File: src/rtl/uart_pkg.sv
// Shared definitions for the memory-mapped UART transmitter.
// Holds register offsets (addr[3:2]), STATUS bit positions, the serial FSM
// state encoding and the divisor-sanitising helper used when a frame starts.
package uart_pkg;

  localparam logic [1:0] OFF_TXDATA  = 2'd0;
  localparam logic [1:0] OFF_STATUS  = 2'd1;
  localparam logic [1:0] OFF_BAUDDIV = 2'd2;

  localparam int unsigned STATUS_FULL    = 0;
  localparam int unsigned STATUS_EMPTY   = 1;
  localparam int unsigned STATUS_BUSY    = 2;
  localparam int unsigned STATUS_OVF     = 3;
  localparam int unsigned STATUS_CNT_LSB = 8;

  typedef enum logic [1:0] {
    StIdle,
    StStart,
    StData,
    StStop
  } tx_state_e;

  // A divisor of zero would stall the bit timer, so treat it as one cycle per bit.
  function automatic logic [15:0] eff_div(input logic [15:0] div);
    return (div == 16'd0) ? 16'd1 : div;
  endfunction

endpackage

File: src/rtl/sync_fifo.sv
// Single-clock FIFO with synchronous active-high reset.
// Ports:
//   clk, rst       clock and synchronous reset (empties the FIFO)
//   push, wdata    write request; ignored while full
//   pop, rdata     read request; ignored while empty; rdata shows the head
//   full, empty    occupancy flags, evaluated before the current edge
//   count          number of stored entries
// DEPTH must be a power of two so the pointers wrap naturally.
module sync_fifo #(
  parameter int unsigned WIDTH = 8,
  parameter int unsigned DEPTH = 8
) (
  input  logic                     clk,
  input  logic                     rst,
  input  logic                     push,
  input  logic                     pop,
  input  logic [WIDTH-1:0]         wdata,
  output logic [WIDTH-1:0]         rdata,
  output logic                     full,
  output logic                     empty,
  output logic [$clog2(DEPTH):0]   count
);

  localparam int unsigned PtrW = $clog2(DEPTH);
  localparam int unsigned CntW = PtrW + 1;

  logic [WIDTH-1:0] mem_q [DEPTH];
  logic [PtrW-1:0]  wr_ptr_q, rd_ptr_q;
  logic [CntW-1:0]  count_q;
  logic             push_ok, pop_ok;

  always_comb begin
    full    = (count_q == CntW'(DEPTH));
    empty   = (count_q == '0);
    push_ok = push & ~full;
    pop_ok  = pop & ~empty;
    rdata   = mem_q[rd_ptr_q];
    count   = count_q;
  end

  always_ff @(posedge clk) begin
    if (rst) begin
      wr_ptr_q <= '0;
      rd_ptr_q <= '0;
      count_q  <= '0;
    end else begin
      if (push_ok) wr_ptr_q <= wr_ptr_q + PtrW'(1);
      if (pop_ok)  rd_ptr_q <= rd_ptr_q + PtrW'(1);
      unique case ({push_ok, pop_ok})
        2'b10:   count_q <= count_q + CntW'(1);
        2'b01:   count_q <= count_q - CntW'(1);
        default: count_q <= count_q;
      endcase
    end
  end

  // Storage carries no reset; the pointers define what is valid.
  always_ff @(posedge clk) begin
    if (push_ok) mem_q[wr_ptr_q] <= wdata;
  end

endmodule

File: src/rtl/uart_tx_mmio.sv
// Memory-mapped 8N1 UART transmitter on the CPU data bus.
// Ports:
//   clk, rst      clock and synchronous active-high reset
//   we, strobe    bus write enable and byte-lane enables
//   addr, wdata   bus byte address and write data
//   rdata         combinational read data, zero when not hit
//   hit           combinational block select (addr[31:4] matches BASE_ADDR)
//   tx            registered serial output, idle high
//   irq           registered, high while the FIFO is empty and the FSM idles
// Registers (addr[3:2]): 0 TXDATA (wo), 1 STATUS, 2 BAUDDIV, 3 reserved.
module uart_tx_mmio
  import uart_pkg::*;
#(
  parameter logic [31:0]  BASE_ADDR  = 32'h1000_0000,
  parameter int unsigned  FIFO_DEPTH = 8,
  parameter logic [15:0]  DIV_RESET  = 16'd868
) (
  input  logic        clk,
  input  logic        rst,
  input  logic        we,
  input  logic [3:0]  strobe,
  input  logic [31:0] addr,
  input  logic [31:0] wdata,
  output logic [31:0] rdata,
  output logic        hit,
  output logic        tx,
  output logic        irq
);

  localparam int unsigned CntW = $clog2(FIFO_DEPTH) + 1;

  // Bus decode
  logic [1:0]  offset;
  logic        wr_en, push, ovf_clr, div_wr;

  // FIFO interface
  logic            fifo_pop, fifo_full, fifo_empty;
  logic [7:0]      fifo_rdata;
  logic [CntW-1:0] fifo_count;
  logic [31:0]     count_ext;

  // Register state
  logic [15:0] bauddiv_q;
  logic        overflow_q;

  // Serial FSM state
  tx_state_e   state_q, state_d;
  logic [7:0]  shift_q, shift_d;
  logic [15:0] div_q, div_d;
  logic [15:0] baud_cnt_q, baud_cnt_d;
  logic [2:0]  bit_idx_q, bit_idx_d;
  logic        tx_q, tx_d;
  logic        irq_q, irq_d;
  logic        bit_done;

  logic unused_bits;
  assign unused_bits = ^{strobe[3:2], wdata[31:16], addr[1:0]};

  always_comb begin
    hit     = (addr[31:4] == BASE_ADDR[31:4]);
    offset  = addr[3:2];
    wr_en   = we & hit;
    push    = wr_en & (offset == OFF_TXDATA) & strobe[0];
    ovf_clr = wr_en & (offset == OFF_STATUS) & strobe[0] & wdata[STATUS_OVF];
    div_wr  = wr_en & (offset == OFF_BAUDDIV);
  end

  sync_fifo #(
    .WIDTH (8),
    .DEPTH (FIFO_DEPTH)
  ) u_fifo (
    .clk   (clk),
    .rst   (rst),
    .push  (push),
    .pop   (fifo_pop),
    .wdata (wdata[7:0]),
    .rdata (fifo_rdata),
    .full  (fifo_full),
    .empty (fifo_empty),
    .count (fifo_count)
  );

  // Overflow looks at full before this edge's pop, matching the FIFO's own drop rule.
  always_ff @(posedge clk) begin
    if (rst) begin
      bauddiv_q  <= DIV_RESET;
      overflow_q <= 1'b0;
    end else begin
      if (push && fifo_full) overflow_q <= 1'b1;
      else if (ovf_clr)      overflow_q <= 1'b0;
      if (div_wr && strobe[0]) bauddiv_q[7:0]  <= wdata[7:0];
      if (div_wr && strobe[1]) bauddiv_q[15:8] <= wdata[15:8];
    end
  end

  // Read mux
  always_comb begin
    rdata     = '0;
    count_ext = 32'(fifo_count);
    if (hit) begin
      case (offset)
        OFF_STATUS: begin
          rdata[STATUS_FULL]                     = fifo_full;
          rdata[STATUS_EMPTY]                    = fifo_empty;
          rdata[STATUS_BUSY]                     = (state_q != StIdle);
          rdata[STATUS_OVF]                      = overflow_q;
          rdata[STATUS_CNT_LSB+3:STATUS_CNT_LSB] = count_ext[3:0];
        end
        OFF_BAUDDIV: rdata = {16'h0000, bauddiv_q};
        default:     rdata = '0;
      endcase
    end
  end

  // Serial FSM: next state and registered outputs
  always_comb begin
    state_d    = state_q;
    shift_d    = shift_q;
    div_d      = div_q;
    baud_cnt_d = baud_cnt_q;
    bit_idx_d  = bit_idx_q;
    fifo_pop   = 1'b0;
    bit_done   = (baud_cnt_q == div_q - 16'd1);

    unique case (state_q)
      StIdle: begin
        if (!fifo_empty) begin
          fifo_pop   = 1'b1;
          shift_d    = fifo_rdata;
          div_d      = eff_div(bauddiv_q);
          baud_cnt_d = '0;
          bit_idx_d  = '0;
          state_d    = StStart;
        end
      end
      StStart: begin
        if (bit_done) begin
          baud_cnt_d = '0;
          state_d    = StData;
        end else begin
          baud_cnt_d = baud_cnt_q + 16'd1;
        end
      end
      StData: begin
        if (bit_done) begin
          baud_cnt_d = '0;
          if (bit_idx_q == 3'd7) begin
            state_d = StStop;
          end else begin
            bit_idx_d = bit_idx_q + 3'd1;
            shift_d   = shift_q >> 1;
          end
        end else begin
          baud_cnt_d = baud_cnt_q + 16'd1;
        end
      end
      StStop: begin
        if (bit_done) begin
          baud_cnt_d = '0;
          state_d    = StIdle;
        end else begin
          baud_cnt_d = baud_cnt_q + 16'd1;
        end
      end
      default: state_d = StIdle;
    endcase

    // tx follows the state being entered so the start bit appears right after the pop edge.
    case (state_d)
      StStart: tx_d = 1'b0;
      StData:  tx_d = shift_d[0];
      default: tx_d = 1'b1;
    endcase

    irq_d = fifo_empty & (state_d == StIdle);
  end

  always_ff @(posedge clk) begin
    if (rst) begin
      state_q    <= StIdle;
      shift_q    <= '0;
      div_q      <= 16'd1;
      baud_cnt_q <= '0;
      bit_idx_q  <= '0;
      tx_q       <= 1'b1;
      irq_q      <= 1'b1;
    end else begin
      state_q    <= state_d;
      shift_q    <= shift_d;
      div_q      <= div_d;
      baud_cnt_q <= baud_cnt_d;
      bit_idx_q  <= bit_idx_d;
      tx_q       <= tx_d;
      irq_q      <= irq_d;
    end
  end

  assign tx  = tx_q;
  assign irq = irq_q;

endmodule

File: config.mk
export PLATFORM = sky130hd
export DESIGN_NAME = uart_tx_mmio
export DESIGN_NICKNAME = d
export VERILOG_FILES = /design/src/rtl/uart_pkg.sv /design/src/rtl/sync_fifo.sv /design/src/rtl/uart_tx_mmio.sv
export SDC_FILE = /design/constraint.sdc
export NUM_CORES = 1
export LEC_CHECK = 0
export ABC_AREA = 1
export BUFFER_PORTS_ARGS = -buffer_cell sky130_fd_sc_hd__buf_2
export CAP_MARGIN = 10
export CORE_MARGIN = 8
export CORE_UTILIZATION = 40
export CTS_CLUSTER_SIZE = 8
export DETAILED_ROUTE_END_ITERATION = 16
export PLACE_DENSITY = 0.63
export SLEW_MARGIN = 20
export SYNTH_ARGS = -nofsm -noshare
export SYNTH_HDL_FRONTEND = slang
export SYNTH_SLANG_ARGS = --single-unit
File: constraint.sdc
create_clock -name clk -period 3.9 [get_ports clk]
set_input_delay 0.39 -clock clk [delete_from_list [all_inputs] [get_ports clk]]
set_output_delay 0.39 -clock clk [all_outputs]
set_load 0.02 [all_outputs]
Word-level counts from Yosys, hierarchy flattened
Memories as Yosys holds them, arrays and structs flattened. A register that Yosys moved wholly into a read port is not among the register bits.
Cells that the tools add are included.
{"block": "op_classes", "addsub": 7, "bitwise": 12, "eq_ne": 16, "mux": 33, "n_reduce_logical": 15}
{"operator": "16-bit two-way mux", "count": 4}
{"operator": "16-bit one-hot mux with 2 select lines", "count": 1}
{"operator": "28-bit by 25-bit equality test with 1-bit output (second input constant)", "count": 1}
{"operator": "8-bit two-way mux", "count": 3}
{"operator": "4-bit one-hot mux with 2 select lines", "count": 3}
{"operator": "16-bit by 1-bit adder with 16-bit output (second input constant)", "count": 1}
{"operator": "16-bit equality test", "count": 1}
{"operator": "16-bit logical NOT", "count": 1}
{"operator": "8-bit one-hot mux with 2 select lines", "count": 1}
{"operator": "16-bit by 1-bit subtractor with 16-bit output (second input constant)", "count": 1}
{"operator": "3-bit two-way mux", "count": 5}
{"operator": "1-bit AND", "count": 10}
{"operator": "2-bit equality test (second input constant)", "count": 5}
{"operator": "2-bit two-way mux", "count": 5}
{"operator": "3-bit by 1-bit adder with 3-bit output (second input constant)", "count": 3}
{"operator": "2-bit by 1-bit equality test with 1-bit output (second input constant)", "count": 4}
{"operator": "4-bit two-way mux", "count": 2}
{"operator": "2-bit one-hot mux with 4 select lines", "count": 1}
{"operator": "2-bit nonzero test", "count": 4}
{"operator": "2-bit logical NOT", "count": 3}
{"operator": "1-bit two-way mux", "count": 6}
{"operator": "2-bit != test (second input constant)", "count": 3}
{"operator": "3-bit one-hot mux with 2 select lines", "count": 1}
{"operator": "4-bit by 1-bit adder with 4-bit output (second input constant)", "count": 1}
{"operator": "10 further kinds", "count": 13}
{"block": "word_totals", "elab_cells": 98, "output_inout_bits": 35, "in_bits": 71, "reg_bits": 74, "mem_count": 1, "ram_bits": 64}
{"memory": "u_fifo.mem_q", "words": 8, "word_bits": 8, "read_ports": 1, "rd_clocked_by_memory_dff": 1, "wr": 1, "line_no": "sync_fifo.sv:27", "text": "logic [WIDTH-1:0] mem_q [DEPTH];"}

Logic depth before layout (Yosys ltp)
{"block": "depth", "depth_word": 7, "ltp_mapped": 19, "mapped_depth_nobuf": 19}

By module
From an unflattened synthesis, not the netlist that was laid out.
{"block": "hier_totals", "cells_unflattened": 948, "hier_area_um2": 7434.6}
{"module": "uart_tx_mmio", "instances": 1, "area_each_um2": 4216.5, "cells_per_inst": 672, "seq_area_each_um2": 1281.2}
{"module": "sync_fifo", "instances": 1, "area_each_um2": 3218.1, "cells_per_inst": 276, "seq_area_each_um2": 2182.1}

Worst setup path before layout
OpenSTA, ideal clock, no wires.
{"block": "synth_path", "path_kind": "input port to flip-flop", "from": "input port addr[17]", "to": "register u_fifo.count_q[3], in the netlist u_fifo.count[3]", "t_required_ps": 3781, "n_path_buf": 0, "arrival_time_ps": 2671, "cell_stages": 15, "setup_time_ps": 119, "path_slack_ps": 1110, "path_cell_list": "or2_2 > nor4_2 > nand2_2 > nor2_4 > nand4_1 > ha_1 > ha_1 > nand2_1 > nor2_1 > a211oi_1 > nor2_1 > nor2_1 > nand2_1 > o21ai_0 > a21oi_1"}
{"block": "synth_via", "elab_chain_cells": 7, "elab_cells_between_ends": 9, "cone_classes": "eq/ne (3); mux (1); bitwise (4); reduce/logical (1)"}
{"item": "start, declared", "line_no": "uart_tx_mmio.sv:22", "text": "input logic [31:0] addr,"}
{"item": "28-bit by 25-bit equality test with 1-bit output (*)", "line_no": "uart_tx_mmio.sv:60", "text": "hit = (addr[31:4] == BASE_ADDR[31:4]);"}
{"item": "1-bit AND (*)", "line_no": "uart_tx_mmio.sv:62", "text": "wr_en = we & hit;"}
{"item": "1-bit AND (*) (2 in series)", "line_no": "uart_tx_mmio.sv:63", "text": "push = wr_en & (offset == OFF_TXDATA) & strobe[0];"}
{"item": "1-bit AND (*)", "line_no": "sync_fifo.sv:35", "text": "push_ok = push & ~full;"}
{"item": "2-bit by 1-bit equality test with 1-bit output or 2-bit equality test (tied branches)", "line_no": "sync_fifo.sv:49", "text": "unique case ({push_ok, pop_ok})"}
{"item": "4-bit one-hot mux with 2 select lines or 2-bit nonzero test (tied branches)"}
{"item": "end signal, assigned", "line_no": "sync_fifo.sv:50", "text": "2'b10: count_q <= count_q + CntW'(1);"}
{"item": "end signal, assigned", "line_no": "sync_fifo.sv:51", "text": "2'b01: count_q <= count_q - CntW'(1);"}
{"item": "end signal, assigned", "line_no": "sync_fifo.sv:52", "text": "default: count_q <= count_q;"}
{"item": "end, declared", "line_no": "sync_fifo.sv:29", "text": "logic [CntW-1:0] count_q;"}
Every way passes the cells marked *; elsewhere a longest branch is shown, timed or not.
A chain may end at the register's enable or synchronous reset.

Worst setup path in the final report
Ends and elaborated chain as after synthesis.

==> impl_metrics.tcl <==
set metrics [dict create \
    status "complete, no violations" \
    timing.rr.end "tx" \
    antenna_violations_before_repair 0 \
    worstPathArrival_ps 3020 \
    slew_headroom 0.342 \
    grt.total_usage 0.161 \
    detail_route.first_pass.iterations 4 \
    rsz0062_at_grt "no" \
    grt_max_degree 49 \
    die_h_um 149 \
    sequential_cell_area_in_the_final_layout_mm2 0.00346 \
    routabilityCongestion 0.870 \
    floorplan.io_pins 106 \
    power_density_mw_per_mm2 676 \
    design.die.area_mm2 0.0222 \
    timing.setup.tns_ps 0 \
    clock_path_buffers 2 \
    wire_length_of_the_first_global_routing_pass_um 28300 \
    worst-slew-pin-transition_ps 986 \
    drt_iter0_drc 435 \
    peakVddDrop_mv 0.370 \
    synthesis.yosys.warnings 0 \
    placement_rows 48 \
    critical_path.most_common_cell "nor2_1" \
    critPathMaxStageDelay_ps 330 \
    finalWirelength_um 17500 \
    fp.dieW_um 149 \
    nFillCells 1724 \
    syn2layout_area_growth_pct 15.9 \
    area_of_the_multi_input_gates_mm2 0.00309 \
    clk_pin_slew_ps 60 \
    critical_path_class "in -> reg" \
    initial_utilization 0.409 \
    critPathTopFamily "simple AND/OR/NAND/NOR gates" \
    tritoncts.num_buffers 17 \
    detailroute.via_count 5972 \
    crit_chain "buf_2 -> or2_2 -> nor4_2 -> nand2_2 -> nor2_4 -> nand4_1 -> ha_1 -> ha_1 -> nand2_1 -> nor2_1 -> a211oi_1 -> nor2_1 -> nor2_1 -> nand2_1 -> o21ai_0 -> a21oi_1" \
    tritoncts_num_sinks 141 \
    worst-path-stages 16 \
    count_of_flip_flops_with_a_built_in_enable_after_synthesis 64 \
    first_global_vias 5756 \
    synth.avg_cell_area_um2 8.08 \
    number_of_stages_on_the_worst_hold_path 3 \
    critical_path_buf_inv_count 1 \
    required_ps 4210 \
    timing.reg2reg.setup_slack_ps 1270 \
    max-cap-violations 0 \
    period_minus_slack_ps 2700 \
    post_route_cells_drive_above_1_share 0.151 \
    report.final.slew_viol_count 0 \
    clk_latency_ps 420 \
    port_buffers 69 \
    clk_root_buffer_cell "clkbuf_16" \
    post_cts_buffers 0 \
    wl_cell_um 14.8 \
    postRouteAntennaNets 0 \
    antenna-diode-count 0 \
    worst_r2r_path_depth 17 \
    synth.distinct_cells 43 \
    p_leak_nw 3.38 \
    syn_inst 875 \
    cts.hold.buffers_added 0 \
    min-delay-path-class "in -> reg" \
    yosys_most_used_dff "dfxtp_1" \
    design_power_total_mw 5.53 \
    crit_path_top_delay_cell "ha_1" \
    vias_per_cell 5.04 \
    synth_seq_area_share 0.490 \
    register_bit_count_reported_by_yosys 141 \
    startpoint "addr[17]" \
    cts_tree "built" \
    post-route-drc-count 0 \
    final_min_period_over_clock_period 0.693 \
    finish.net_count 1030 \
    cp-end-kind "flip-flop" \
    setup_viol 0 \
    ys_async_sr_fraction 0 \
    worst_setup_path_start_kind "input port" \
    post_dp_hpwl_um 12500 \
    ctsHtreeMaxLevel 4 \
    critical_path.endpoint "u_fifo.count[3]" \
    critical_path_peak_fanout 10 \
    final_hold_viol_count 0 \
    timing.rr.start "div_q[0]" \
    core_area_mm2 0.0173 \
    synthesis.area_mm2 0.00707 \
    cts-resized-gates 0 \
    grt_overflow_total 0 \
    fin_skew_ps 6.94 \
    achievable-frequency_ghz 0.370 \
]
[sequential cells by signal, indices dropped and copies added, names as in the netlist, named ones only]
name and cells:
bit_idx_q 3, u_fifo.mem_q 64, tx 1, overflow_q 1, bauddiv_q 16, u_fifo.wr_ptr_q 3, u_fifo.count 4, baud_cnt_q 16
u_fifo.rd_ptr_q 3, irq 1, div_q 16, state_q 2, shift_q 8
[cell type report]
cell class,count,share of cell area
repair buffers,83,0.0550
well taps,225,0.0344
clock inverters,12,0.0122
multi-input cells,613,0.377
inverters,90,0.0413
flip-flops and latches,141,0.423
clock buffers,20,0.0570
[tightest hold or removal path, delay by kind of cell]
kind	cells	cell delay [ps]
buffers and inverters	1	70
AND/OR/NAND/NOR	1	40
AO/OA/AOI/OAI	1	60
[per-stage QoR]
step | area [µm²] | std cells | setup WS [ps] | hold slack (ps) | util
finish | 8190 | 1184 | 1200 | 186 | 0.473
global placement | 7620 | 1152 | 776 | 450 | 0.441
CTS | 8190 | 1184 | 1190 | 171 | 0.473
floorplan | 7120 | 890 | 1110 | 433 | -
global route | 8190 | 1184 | 960 | 198 | 0.473
detailed placement | 7620 | 1152 | 737 | 454 | 0.441
[placed cells by master, fill, tap and decap left out, types with 5 or more instances in the layout]
master,n
o21ai_0,66
conb_1,16
a21oi_1,56
nor3_1,20
o211ai_1,10
nand2_1,178
inv_6,6
ha_1,12
xor2_1,9
nor2_1,111
nand4_1,10
dfxtp_1,77
o221ai_1,7
clkbuf_16,17
buf_4,14
a211oi_1,13
nor2_2,6
a21oi_2,5
inv_1,89
nor4_1,6
o22ai_1,8
nand3_1,45
nand3b_1,6
buf_2,69
edfxtp_1,64
[cell families after synthesis]
family | share of synthesized area
AOI/OAI and AO/OA | 0.139
xor gates and xnor gates | 0.0149
adders and majority gates | 0.0241
buffers and inverters | 0.0813
DFF | 0.490
other | 0.000531
and+or+nand+nor | 0.250
[report_power, final]
| part | internal [mW] | total (mW) | switching [mW] | leakage (nW) |
|---|---|---|---|---|
| registers | 1.72 | 1.88 | 0.164 | 1.20 |
| logic | 0.681 | 2.12 | 1.44 | 1.90 |
| clock network | 0.878 | 1.53 | 0.655 | 0.279 |
[how the worst min path moves through the flow]
stage                                   from            endpoint  slack [ps]
after global placement    u_fifo.rd_ptr_q[2]  u_fifo.rd_ptr_q[2]         450
after detailed placement  u_fifo.rd_ptr_q[2]  u_fifo.rd_ptr_q[2]         450
final                               wdata[8]        bauddiv_q[8]         190
after global routing                wdata[8]        bauddiv_q[8]         200
after floorplan           u_fifo.rd_ptr_q[2]           flip-flop         430
after CTS                           wdata[8]        bauddiv_q[8]         170
[cell usage after synthesis (all sizes together), types with 3 or more instances]
library cell	number	area, µm²
edfxtp	64	1920
dfxtp	77	1540
a211oi	13	97.6
nand2	182	698
nor4	7	50.1
nand4	10	62.6
nand3b	6	45.0
nor2	122	517
clkbuf	28	106
inv	90	338
or2	5	31.3
nand3	48	255
o21ai	67	339
buf	18	130
o221ai	7	61.3
xnor2	3	26.3
xor2	9	78.8
o211ai	10	75.1
nor3	20	100
ha	12	150
o22ai	8	50.1
a21oi	61	324
[per-layer routing]
layer  part of all wire  track usage  up-vias
met1               0.47        0.200     2742
met2               0.46        0.268      154
li1                   -            -     3048
met3              0.052       0.0352       28
met5                  0            0        -
met4              0.019       0.0631        0
Power figures use the tool's default switching activity.
